### src/rtl/fetch_sequencer.sv
// Instruction-fetch controller feeding program_counter. It fetches the word at pc,
// hands normal instructions to decode, and resolves JMP/JZ/HALT locally.
module fetch_sequencer (
  input  logic        clk,
  input  logic        reset,
  input  logic [15:0] pc,
  input  logic        zero,
  output logic        imem_req,
  output logic [15:0] imem_addr,
  input  logic        imem_ack,
  input  logic [15:0] imem_data,
  output logic [15:0] instr,
  output logic        instr_valid,
  input  logic        instr_ready,
  output logic        inc,
  output logic        add,
  output logic        sub,
  output logic [15:0] offset,
  output logic        halt
);

  typedef enum logic [2:0] {
    IDLE,
    FETCH,
    DECODE,
    ISSUE,
    UPDATE,
    HALTED
  } state_t;

  state_t      state;
  logic [15:0] ir;

  assign imem_addr = pc;

  // Outputs are registered alongside the state so each one is set on the edge
  // that enters the state it belongs to and cleared on the edge that leaves it.
  always_ff @(posedge clk) begin
    if (!reset) begin
      state       <= IDLE;
      ir          <= 16'h0000;
      imem_req    <= 1'b0;
      instr       <= 16'h0000;
      instr_valid <= 1'b0;
      inc         <= 1'b0;
      add         <= 1'b0;
      sub         <= 1'b0;
      offset      <= 16'h0000;
      halt        <= 1'b0;
    end else begin
      case (state)
        IDLE: begin
          state    <= FETCH;
          imem_req <= 1'b1;
        end

        FETCH: begin
          if (imem_ack) begin
            ir       <= imem_data;
            imem_req <= 1'b0;
            state    <= DECODE;
          end
        end

        DECODE: begin
          case (ir[15:12])
            4'hF: begin
              halt  <= 1'b1;
              state <= HALTED;
            end
            4'hE: begin
              add    <= ~ir[11];
              sub    <= ir[11];
              offset <= {5'b00000, ir[10:0]};
              state  <= UPDATE;
            end
            // A not-taken JZ simply steps over itself.
            4'hD: begin
              if (zero) begin
                add    <= ~ir[11];
                sub    <= ir[11];
                offset <= {5'b00000, ir[10:0]};
              end else begin
                inc    <= 1'b1;
                offset <= 16'h0000;
              end
              state <= UPDATE;
            end
            default: begin
              instr       <= ir;
              instr_valid <= 1'b1;
              state       <= ISSUE;
            end
          endcase
        end

        ISSUE: begin
          if (instr_ready) begin
            instr       <= 16'h0000;
            instr_valid <= 1'b0;
            inc         <= 1'b1;
            offset      <= 16'h0000;
            state       <= UPDATE;
          end
        end

        UPDATE: begin
          inc      <= 1'b0;
          add      <= 1'b0;
          sub      <= 1'b0;
          offset   <= 16'h0000;
          imem_req <= 1'b1;
          state    <= FETCH;
        end

        HALTED: begin
          state <= HALTED;
        end

        default: begin
          state <= IDLE;
        end
      endcase
    end
  end

endmodule

### config.mk
export PLATFORM = sky130hd
export DESIGN_NAME = fetch_sequencer
export DESIGN_NICKNAME = d
export VERILOG_FILES = /design/src/rtl/fetch_sequencer.sv
export SDC_FILE = /design/constraint.sdc
export NUM_CORES = 1
export LEC_CHECK = 0
export CAP_MARGIN = 10
export CORE_MARGIN = 4
export CORE_UTILIZATION = 39
export DETAILED_ROUTE_END_ITERATION = 12
export GPL_ROUTABILITY_DRIVEN = 0
export PLACE_DENSITY = 0.86
export SLEW_MARGIN = 20
export SYNTH_ARGS = -nofsm -noshare
export SYNTH_HDL_FRONTEND = slang
export SYNTH_SLANG_ARGS = --single-unit
### constraint.sdc
create_clock -name clk -period 1.45 [get_ports clk]
set_input_delay 0.29 -clock clk [delete_from_list [all_inputs] [get_ports clk]]
set_output_delay 0.29 -clock clk [all_outputs]
set_load 0.02 [all_outputs]
==> results.md, run 1 <==
* Crit path cell chain: buf_4 -> nand2b_2 -> a211oi_2 -> buf_4 -> mux2i_1
* TritonCTS clock tree: built
* DP Area at 2980 sq um
* Worst-path clk slew at around 80 ps
* CTS root buf: clkbuf_8
* Unrepaired setup endpoints after global routing: yes
* Reg2Reg Depth at 5
* Via-to-Cell Ratio at 5.48
* Sequential power share at 0.554
* Clock period minus worst slack at ~1400 ps
* Crit path to: add$_SDFFE_PN0P_
* Max VDD drop at approximately 650 uV
* FFs w/ async S/R, synth at 0
* Via Count at between 2,000 and 2,500
* Status: complete, no violations
* Period utilisation layout at 0.976
* EDFF count, synth at 0
* Setup Crit Path Kind: flop to flop
* Antenna diodes at 0
* CTS buffer count at 5
* Clock tree buffer depth at 2
* Pin count of the biggest net entering global routing at 24
* Top FF cell, synth: dfxtp_1
* Buf+Inv Stages, Crit Path at 2
* H-Tree Depth at 2
* Setup TNS at 0 ps
* Yosys warnings at 0
* Wire per inst at roughly 16 microns
* Seq/Total Area, Yosys at 0.440
* R2R Path Start: state[2]$_SDFFE_PN0P_
* CP Data Required Time at around 1700 ps
* Combinational Power Share at 0.142
* Drt initial violations at 155
* # port buffers at 53
* Mapped cell area at approximately 2400 sq um
* Fin Clk Skew at about 10 ps
* Critical Path AT at between 1500 and 2000 ps
* Switching power at roughly 0.0007 W
* Mapped Avg Cell Area at between 9 and 10 sq um
* Switch share at 0.264
* Initial antenna violation count at 0
* CORE AREA at 5890 sq um
* Aggregate global-route resource usage at 0.165
* Post-DP HPWL at 4.37 mm
* Grt total ovfl at 0
* Crit path max fanout at 5
* Critical R2R Capture: add$_SDFFE_PN0P_
* Clk pwr share at 0.305
* Worst-Skew Late Latency at 310 ps
* I/O pin count at 91
* Fin util at 0.536
* Design Area, Final at 3160 sq um
* Fin. Hold Viols at 0
* WHS at 480 ps
* Post-route antenna net violation count at 0
* Share of layout cells above drive strength 1 at 0.201
* Setup crit start: state[2]$_SDFFE_PN0P_
* Syn Inst Count at between 200 and 300
* Chip height at around 86 microns
* Area grow syn2layout at 33.4%
* Die area at 7370 sq um
* WL final at slightly above 6 mm
* PwrDens at 859 nW/um^2
* CP Capture Type: flop
* Final Max Tran Viols at 0
* Worst setup SP type: flop
* Initial Utilization at 0.402
* Post-synth top area share at 0.440
* # setup viols final at 0
* Die W at about 86 microns
* Yosys top cell by area: dfxtp_1
* Post-CTS Hold Fix Bufs at 0
* Fin nets at roughly 350
* Static leakage power at 1.36 nW
* Pint at 0.00200 W
* Drt pass-1 iters at 4
* Critical path depth at 5
* Site Rows at 28
* Yosys reg bits at 52
* Max-cap violation count at 0
* Most used cell, CP: buf_4
* Clock sinks at between 50 and 60
* Count leader, synth: dfxtp_1
* Slowest CP cell: dfxtp_2
* Min-Delay Path Class: flop to flop
* Fmax at a little over 700 MHz
* DRC viols at 0
* Crit path largest cell delay at around 340 ps
* Main area contributors after synthesis: dfxtp_1 (44%), buf_4 (7.3%), nand2_1 (7.3%)
* Synth top cells by count: dfxtp_1 (52), nand2_1 (46), buf_4 (23), nor3_1 (23), a21oi_1 (19)
* Netlist cell types at 40
* Vias in the first global route at roughly 2,100
* Top delay family on crit path: flip-flops
* First-pass GRT wire length at 9.80 mm
* R2R setup slack at between 30 and 40 ps
==> sequential cells by signal (all words and copies together), names as in the netlist <==
name and flops:
instr 16, sub 1, add 1, state 3
inc 1, offset 11, ir 16, imem_req 1
halt 1, instr_valid 1
==> worst min path at each step <==
stage | startpoint | to | slack (ps) | depth (start not counted)
CTS | inc$_SDFFE_PN0P_ | inc$_SDFFE_PN0P_ | 460 | 2
global route | sub$_SDFFE_PN0P_ | sub$_SDFFE_PN0P_ | 500 | 2
detailed placement | inc$_SDFFE_PN0P_ | inc$_SDFFE_PN0P_ | 450 | 2
global placement | inc$_SDFFE_PN0P_ | inc$_SDFFE_PN0P_ | 450 | 2
finish | sub$_SDFFE_PN0P_ | sub$_SDFFE_PN0P_ | 480 | 2
floorplan | imem_data[12] | ir[12]$_SDFFE_PN0P_ | 430 | 2
==> tightest hold or removal path: stages (launching register included) <==
cell     delay (ps)
dfxtp_1         320
nand3_1          60
mux2i_1          60
==> layer usage <==
layer  global-route usage  share of wire
met2                0.272           0.49
met4               0.0576          0.018
met1                0.205           0.43
met3               0.0500          0.064
met5                    0              0
==> cell type report <==
cell class                      instances  area [sq um]
Clock inverter                          2          13.8
Inverter                                2          7.51
Fill cell                             527          2730
Clock buffer                            6          72.6
Multi-Input combinational cell        166          1090
Timing Repair Buffer                   90           820
Sequential cell                        52          1050
Tap cell                               75          93.8
==> kinds of logic (layout without fill, tap and decap cells) <==
family	after synthesis	in the layout	share of synthesized area
flops	52	52	0.440
other cells	1	5	0.00159
xor+xnor	1	1	0.00370
compound gates	60	60	0.207
simple gates	98	98	0.215
buf+inv	46	100	0.123
mux	2	2	0.00847
==> through the flow <==
stage               setup WS, ps  instances  total power, W
floorplan                   82.0        264         0.00178
global placement            -312        379         0.00187
detailed placement          -361        379         0.00188
CTS                         6.78        387         0.00268
global route               -43.9        393         0.00281
finish                      34.9        393         0.00271
==> power groups by stage <==
stage	clock [W]	sequential, W	combinational (W)
global placement	0	0.00153	0.000339
detailed placement	0	0.00153	0.000348
CTS	0.000829	0.00150	0.000351
floorplan	0	0.00153	0.000252
global route	0.000891	0.00151	0.000416
finish	0.000826	0.00150	0.000384
==> cell usage in the layout (no fill, tap or decap), drive strengths merged, types with 2 or more instances in the layout <==
| cell type | n |
|---|---|
| a211oi | 3 |
| a21oi | 19 |
| a221o | 11 |
| a32o | 16 |
| buf | 37 |
| clkbuf | 6 |
| clkdlybuf4s50 | 20 |
| conb | 5 |
| dfxtp | 52 |
| dlygate4sd2 | 33 |
| inv | 3 |
| mux2i | 2 |
| nand2 | 46 |
| nand2b | 5 |
| nand3 | 4 |
| nand3b | 4 |
| nor2 | 4 |
| nor2b | 4 |
| nor3 | 23 |
| o211ai | 2 |
| o21ai | 3 |
==> timing repair <==
| action | in CTS | in global routing |
|---|---|---|
| resized for setup | 38 | 23 |
| gates cloned | 0 | 2 |
| endpoints found under the hold margin | 0 | 0 |
| setup buffers | 0 | 4 |
| pin swaps | 0 | 6 |
| endpoints found under the setup margin | 53 | 43 |
(Power assumes the default switching activity.)
==> inputs of run 2 (changes only) <==
- GPL_TIMING_DRIVEN: unset -> 0
==> results.md, run 2 (same netlist as run 1, synthesis figures left out) <==
* Worst hold path stage count at 3
* Drt initial violations at about 350
* Crit path cell chain: clkdlybuf4s50_1 -> nor4bb_4 -> clkbuf_4 -> nand2_1 -> a21oi_1
* Via Count at approximately 2,300
* Final worst slack at -0.901 ps
* # port buffers at 68
* Period utilisation layout at 1.00
* Vias in the first global route at approximately 2,200
* Status: finished, violations left
* Failing checks: setup timing
* Initial antenna violation count at 0
* Critical path depth at 5
* WHS at approximately 380 ps
* Site Rows at 28
* Inst Count DP at 407
* Post-CTS Hold Fix Bufs at 0
* Fin Clk Skew at 7.58 ps
* Slew of the pin with the lowest slew margin at 502 ps
* Antenna diodes at 0
* Setup TNS at -0.901 ps
* Crit path max fanout at 8
* Worst setup SP type: input port
* WL final at ~6.6 mm
* CTS root buf: clkbuf_8
* Drt pass-1 iters at 5
* Fin. Hold Viols at 0
* # setup viols final at 1
* Relative slew slack at 0.665
* Post-DP HPWL at 4.62 mm
* H-Tree Depth at 2
* TritonCTS clock tree: built
* Aggregate global-route resource usage at 0.167
* Buf+Inv Stages, Crit Path at 2
* Reg2Reg Depth at 6
* Fin nets at between 300 and 400
* Worst-path clk slew at 90 ps
* CORE AREA at 5890 sq um
* Die area at ~7400 sq um
* Max VDD drop at between 800 and 900 uV
* Grt total ovfl at 0
* Initial Utilization at 0.402
* Pin count of the biggest net entering global routing at 17
* Clock period minus worst slack at approximately 1500 ps
* Most frequent cells in the layout: nand2_1 (46), dfxtp_1 (46), buf_4 (34), clkdlybuf4s50_1 (34), dlygate4sd2_1 (33)
* Slowest CP cell: clkdlybuf4s50_1
* Clock tree buffer depth at 2
* Share of layout cells above drive strength 1 at 0.220
* Chip height at approximately 86 microns
* Fmax at between 600 and 700 MHz
* Critical Path AT at 1680 ps
* CP Capture Type: flop
* Top delay family on crit path: buffers and inverters
* Largest regs: instr (16), ir (16), offset (11)
* Max-cap violation count at 0
* Crit path largest cell delay at between 500 and 600 ps
* Worst-Skew Late Latency at roughly 310 ps
* DRC viols at 0
* Final Max Tran Viols at 0
* First-pass GRT wire length at around 10 mm
* Min-Delay Path Class: input port to flop
* Area grow syn2layout at 44.6%
* Static leakage power at between 1.5 and 2 nW
* Setup Crit Path Kind: input port to flop
* CP Data Required Time at 1680 ps
* PwrDens at between 800 and 900 nW/um^2
* I/O pin count at a little over 90
* Wire per inst at ~15 microns
* Cell Count, Final, Fillers Out at 425
* Via-to-Cell Ratio at 5.43
* CTS buffer count at 5
* Die W at 85.9 microns
* Unrepaired setup endpoints after global routing: yes
* Clock sinks at 52
* Post-route antenna net violation count at 0
[run 2: changes by cell type in the layout (fill, tap and decap cells not counted), sizes merged]
cell and change:
buf +10, clkbuf +7, clkdlybuf4s50 +14, dlymetal6s2s +1, clkinvlp +1, inv -1
[run 2: power by group]
part	internal [W]	switching (W)
Sequential	0.00146	0.0000490
Clock	0.000327	0.000461
Combinational	0.000223	0.000226
[run 2: metal layers]
layer | vias up | global-route usage | share of wire
met5 | - | 0 | 0
met4 | 0 | 0.0388 | 0.011
met3 | 10 | 0.0375 | 0.083
met2 | 122 | 0.278 | 0.49
met1 | 1089 | 0.220 | 0.41
li1 | 1088 | - | -
[run 2: cell type report]
type	instances	area (sq um)
fillers	556	2470
clock inverters	2	12.5
clock buffers	5	68.8
flip-flops and latches	52	1060
well taps	75	93.8
plain buffers	42	312
multi-input cells	166	1100
inverters	2	7.51
repair buffers	81	764
[run 2: tightest hold or removal path: stages]
cell	delay, ps
buf_2	160
nand3b_1	140
o21ai_1	60
[run 2: repair_timing]
item / in CTS / in global routing
gates resized for setup: 54 / 22
setup endpoints to repair: 64 / 45
pin swaps: 0 / 1
cloned: 1 / 3
buffers inserted: 4 / 5
[run 2: final timing paths]
check                        start                  end  slack (ps)
min reg2reg      halt$_SDFFE_PN0P_    halt$_SDFFE_PN0P_         460
min                          reset     inc$_SDFFE_PN0P_         380
max reg2reg  state[2]$_SDFFE_PN0P_     add$_SDFFE_PN0P_          20
max                       imem_ack  ir[14]$_SDFFE_PN0P_        -0.9
[run 2: through the flow]
stage / instance area [sq um] / util / power (W) / setup slack, ps
3_5_place_dp: 3150 / 0.536 / 0.00195 / -399
3_3_place_gp: 3150 / 0.536 / 0.00194 / -385
6_report: 3420 / 0.581 / 0.00275 / -0.901
2_1_floorplan: 2380 / - / 0.00178 / 82.0
4_1_cts: 3280 / 0.558 / 0.00273 / -11.0
5_1_grt: 3420 / 0.581 / 0.00287 / -40.2
==> inputs of run 3 (changes only) <==
- ABC_AREA: unset -> 0
==> results of run 3 <==
The final DEF is identical to that of run 2; final timing and power are the same.
